===== config.mk =====
export PLATFORM = sky130hd
export DESIGN_NAME = detect_seq_ctrl
export DESIGN_NICKNAME = d
export VERILOG_FILES = /design/src/rtl/detect_seq_ctrl.sv
export SDC_FILE = /design/constraint.sdc
export NUM_CORES = 1
export LEC_CHECK = 0
export ABC_AREA = 1
export BUFFER_PORTS_ARGS = -buffer_cell sky130_fd_sc_hd__buf_4
export CORE_ASPECT_RATIO = 0.9
export CORE_UTILIZATION = 43
export CTS_BUF_LIST = sky130_fd_sc_hd__clkbuf_4
export CTS_CLUSTER_SIZE = 30
export DETAILED_ROUTE_END_ITERATION = 7
export HOLD_SLACK_MARGIN = 0.02
export PLACE_DENSITY_LB_ADDON = 0.3
export SLEW_MARGIN = 20
export SYNTH_ARGS = -nofsm -noshare
export SYNTH_HDL_FRONTEND = slang
export SYNTH_SLANG_ARGS = --single-unit

===== constraint.sdc =====
create_clock -name clk -period 1.2 [get_ports clk]
set_input_delay 0.18 -clock clk [delete_from_list [all_inputs] [get_ports clk]]
set_output_delay 0.18 -clock clk [all_outputs]
set_load 0.02 [all_outputs]

===== src/rtl/detect_seq_ctrl.sv =====
// Word-serialising controller wrapped around an overlapping Moore detector for 10110.
// Accepts a word, shifts it MSB first through the detector, reports per-word and running match counts.
module detect_seq_ctrl #(
    parameter int unsigned WIDTH = 8
) (
    input  logic             clk,
    input  logic             rst,
    input  logic             in_valid,
    input  logic [WIDTH-1:0] in_data,
    input  logic             keep,
    input  logic             clr_total,
    output logic             in_ready,
    output logic             busy,
    output logic             ser_bit,
    output logic             det_w,
    output logic             done,
    output logic [3:0]       match_cnt,
    output logic [7:0]       total_cnt
);

    localparam int unsigned IDX_W  = (WIDTH > 1) ? $clog2(WIDTH) : 1;
    localparam int unsigned MCNT_W = 4;
    localparam int unsigned TOT_W  = 8;
    localparam logic [IDX_W-1:0] LAST_IDX = IDX_W'(WIDTH - 1);

    typedef enum logic [1:0] {ST_IDLE, ST_SHIFT, ST_DONE} state_t;
    typedef enum logic [2:0] {D_A, D_B, D_C, D_D, D_E, D_F} det_t;

    state_t              r_state, w_state_nxt;
    det_t                r_det, w_det_nxt;
    logic [WIDTH-1:0]    r_sh, w_sh_nxt;
    logic [IDX_W-1:0]    r_idx, w_idx_nxt;
    logic [MCNT_W-1:0]   r_mcnt, w_mcnt_nxt;
    logic [TOT_W-1:0]    r_tot, w_tot_nxt;
    logic                w_hit;
    logic                r_in_ready, r_busy, r_done, r_det_w;

    // One detector step for pattern 10110 with overlap.
    function automatic det_t det_step(input det_t s, input logic b);
        det_t n;
        case (s)
            D_A:     n = b ? D_B : D_A;
            D_B:     n = b ? D_B : D_C;
            D_C:     n = b ? D_D : D_A;
            D_D:     n = b ? D_E : D_C;
            D_E:     n = b ? D_B : D_F;
            D_F:     n = b ? D_D : D_A;
            default: n = D_A;
        endcase
        return n;
    endfunction

    // Next-state, datapath and counter update.
    always_comb begin
        w_state_nxt = r_state;
        w_det_nxt   = r_det;
        w_sh_nxt    = r_sh;
        w_idx_nxt   = r_idx;
        w_mcnt_nxt  = r_mcnt;
        w_hit       = 1'b0;
        w_tot_nxt   = r_tot;

        case (r_state)
            ST_IDLE: begin
                if (in_valid) begin
                    w_sh_nxt    = in_data;
                    w_idx_nxt   = '0;
                    w_mcnt_nxt  = '0;
                    w_det_nxt   = keep ? r_det : D_A;
                    w_state_nxt = ST_SHIFT;
                end
            end
            ST_SHIFT: begin
                w_det_nxt = det_step(r_det, r_sh[WIDTH-1]);
                w_sh_nxt  = {r_sh[WIDTH-2:0], 1'b0};
                w_idx_nxt = r_idx + IDX_W'(1);
                if (w_det_nxt == D_F) begin
                    w_hit      = 1'b1;
                    w_mcnt_nxt = r_mcnt + MCNT_W'(1);
                end
                if (r_idx == LAST_IDX) begin
                    w_state_nxt = ST_DONE;
                end
            end
            ST_DONE: begin
                w_state_nxt = ST_IDLE;
            end
            default: begin
                w_state_nxt = ST_IDLE;
            end
        endcase

        // Clear beats a same-edge increment; the running total never wraps.
        if (clr_total) begin
            w_tot_nxt = '0;
        end else if (w_hit && (r_tot != '1)) begin
            w_tot_nxt = r_tot + TOT_W'(1);
        end
    end

    // State and registered outputs, decoded one cycle ahead from next-state.
    always_ff @(posedge clk or negedge rst) begin
        if (!rst) begin
            r_state    <= ST_IDLE;
            r_det      <= D_A;
            r_sh       <= '0;
            r_idx      <= '0;
            r_mcnt     <= '0;
            r_tot      <= '0;
            r_in_ready <= 1'b1;
            r_busy     <= 1'b0;
            r_done     <= 1'b0;
            r_det_w    <= 1'b0;
        end else begin
            r_state    <= w_state_nxt;
            r_det      <= w_det_nxt;
            r_sh       <= w_sh_nxt;
            r_idx      <= w_idx_nxt;
            r_mcnt     <= w_mcnt_nxt;
            r_tot      <= w_tot_nxt;
            r_in_ready <= (w_state_nxt == ST_IDLE);
            r_busy     <= (w_state_nxt != ST_IDLE);
            r_done     <= (w_state_nxt == ST_DONE);
            r_det_w    <= (w_det_nxt == D_F);
        end
    end

    assign in_ready  = r_in_ready;
    assign busy      = r_busy;
    assign done      = r_done;
    assign det_w     = r_det_w;
    assign ser_bit   = r_sh[WIDTH-1];
    assign match_cnt = r_mcnt;
    assign total_cnt = r_tot;

endmodule

==> results.toml <==
[setup_path]
critical_path_class = "reg -> reg"
cp-start-kind = "flop"
worstPathRequired_ns = 1.48
crit_slowest_cell = "dfrtp_1"
slowest_delay_ns = 0.39
cp_num_buf_inv = 1
end_kind = "flop"
cp_max_fo = 8
cp.arrival_ns = 1.58
crit_family = "simple AND/OR/NAND/NOR gates"
ff2ff_setup_slack_ns = -0.1
crit_chain = "inv_2 > nor2_8 > nand4_4 > nor2_4 > nand3b_1 > nand2_1"

[global_route]
antenna_found_initial = 0
grt_pass1_wl_mm = 5.66
grt_max_degree = 33
use_met1_pct = 25.8
grt_overflow = 0
grt_util_met2_pct = 30.5
grt_pass1_vias = 1281
top_usage_layer = "met2"
grt_util_all_layers_pct = 19.4
gr-usage-met3_pct = 5.73

[clock_tree]
cts_sinks = 32
cts_buffers = 5
clock_path_buffers = 2
clkTransAtPathRegs_ns = 0.10
cts_root_buf = "clkbuf_4"
clock_latency_ns = 0.35
cts_max_level = 2
cts_tree = "built"

[logic_synthesis]
async_flop_share_pct = 100
synth_area_sq_um = 1590
synth_edf_count = 0
synthDominantAreaCellType = "dfrtp_1"
synth_cells = 181
ys_types = 24
avgSynthCellArea_sq_um = 8.80
ys_seq_area_share_pct = 50.4
synth_area_leaders = "dfrtp_1 49%, nand2_1 8.5%, nand3_1 7.9%"
synth_top_area_share_pct = 48.7
synth_nets = 198
ys_warn_count = 0
dominantRegCellSynth = "dfrtp_1"
yosys_register_bits = 32

[cells_and_area]
fin_area_sq_um = 2440
layout-drive-gt1-share_pct = 46.3
nets = 273
fin_util_pct = 70.6
seqCellArea_sq_um = 812
multi_input_comb_area_sq_um = 807
fillerInstances = 258
area_delta_synth_final_pct = 53.0
final_cells = 301
diodes = 0

[job]
cap_violations = 0

[power]
cell_internal_pwr_mw = 2.91
power.leakage_nw = 1.29
swShare_pct = 37.1
peakVddDrop_uv = 1440
total_power_mw = 4.62
power.share.clock_pct = 18.2
p_comb_share_pct = 45.7
power.density_nw_per_um2 = 1890
power.switching_mw = 1.71
seqPwrFrac_pct = 36.1

[route]
postRouteAntennaNets = 0
avgRoutedWirePerCell_um = 12.8
via_per_inst = 5.02
first_pass_iters = 5
vias = 1511
wl_mm = 3.85
first_iter_violations = 53
drc = 0

[die]
die_w_um = 66.2
die_area_sq_um = 3950
io_pins = 30
die_h_um = 59.7
core_sq_um = 3450
start_util_pct = 46.1
rows = 20

[timing]
slew_violations = 0
setup_ws_ns = -0.0964
setup_tns_ns = -1.13
fin_worst_skew_ns = 0.0103
rsz0062_at_grt = "yes"
finalSetupViolCount = 25
holdWs_ns = 0.0672
worst_slew_pin_slew_ns = 0.484
post-route-period-util_pct = 108
timing.slew.headroom_pct = 67.7
period_needed_ns = 1.30
max_freq_mhz = 771
finalHoldViolCount = 0

[outcome]
status = "finished, violations left"
violations = "negative setup slack"

[placement]
dp_hpwl_mm = 2.47
dp.cells = 273
pre_cts_slack_ns = -0.0802
io_buffers = 29
placed_cell_area_sq_um = 2060
gp_congestion = 0.783

[min_path]
hold_path_class = "in -> reg"
flip-flops by register name, indices dropped and copies added (netlist names):
| name | count |
|---|---|
| total_cnt | 8 |
| match_cnt | 4 |
| r_det | 3 |
| r_state | 2 |
| busy | 1 |
| r_idx | 3 |
| r_sh | 8 |
| det_w | 1 |
| in_ready | 1 |
| done | 1 |
power groups by stage:
stage	Combinational [mW]	Clock, mW	Sequential [mW]
global placement	1.68	0	1.64
floorplan	0.890	0	1.74
detailed placement	1.72	0	1.65
CTS	1.77	0.862	1.63
global route	2.30	0.901	1.70
finish	2.11	0.840	1.67
per-layer routing:
metal	routed length, um	part of all wire (%)
met2	1860	48
met3	190	4.9
met4	82	2.1
met1	1720	45
met5	0	0
tightest hold or removal path: stages:
cell	delay (ns)
buf_4	0.08
nor2_1	0.03
nor2_1	0.08
cell families (layout without fill, tap and decap cells):
family | count (synthesis) | after routing | synth area share, %
DFF | 32 | 32 | 50.4
adders and majority gates | 4 | 4 | 3.14
xor gates and xnor gates | 7 | 7 | 3.85
and+or+nand+nor | 99 | 99 | 30.6
AOI/OAI and AO/OA | 17 | 17 | 6.68
buffers and inverters | 22 | 98 | 5.34
repair_timing:
action | in CTS | in global routing
endpoints found under the hold margin | 31 | 0
pin swaps | 3 | 6
buffers inserted | 6 | 13
hold buffers | 1 | 0
gates resized for setup | 13 | 28
setup endpoints to repair | 27 | 24
layout by cell type, fill, tap and decap left out, types with 5 or more instances in the layout:
master	netlist	final
buf_4	0	51
nand2_1	36	31
dfrtp_1	31	23
nor2_1	25	22
nand3_1	25	21
buf_6	0	19
inv_1	14	14
dfrtp_2	0	8
xor2_1	7	7
clkbuf_4	0	6
nand2_2	2	5
cell type report:
cell class | instances | share of cell area (%)
Clock inverter | 2 | 1.44
Multi-Input combinational cell | 127 | 33.1
Inverter | 19 | 3.13
Clock buffer | 6 | 1.85
Sequential cell | 32 | 33.3
Tap cell | 44 | 2.26
Timing Repair Buffer | 71 | 24.9
cell usage after synthesis, types with 3 or more instances:
| library cell | number |
|---|---|
| o21ai_0 | 4 |
| nand3b_1 | 3 |
| nand3_1 | 25 |
| inv_1 | 14 |
| nand2_1 | 36 |
| nor2_1 | 25 |
| a21oi_1 | 3 |
| ha_1 | 4 |
| o22ai_1 | 7 |
| xor2_1 | 7 |
| dfrtp_1 | 31 |
| inv_2 | 5 |
path summary, 6_finish.rpt:
| path | from | endpoint | cells after the start |
|---|---|---|---|
| min reg2reg | r_sh[4]$_DFFE_PN0P_ | r_sh[4]$_DFFE_PN0P_ | 2 |
| min | in_data[3] | r_sh[3]$_DFFE_PN0P_ | 3 |
| min in group asynchronous | rst | r_idx[1]$_DFFE_PN0P_ | 2 |
| max reg2reg | r_state[0]$_DFF_PN0_ | total_cnt[0]$_DFFE_PN0P_ | 6 |
| max | r_state[0]$_DFF_PN0_ | total_cnt[0]$_DFFE_PN0P_ | 6 |
| max in group asynchronous | rst | in_ready$_DFF_PN1_ | 2 |
Note: power is estimated with default switching activity, not from simulation.
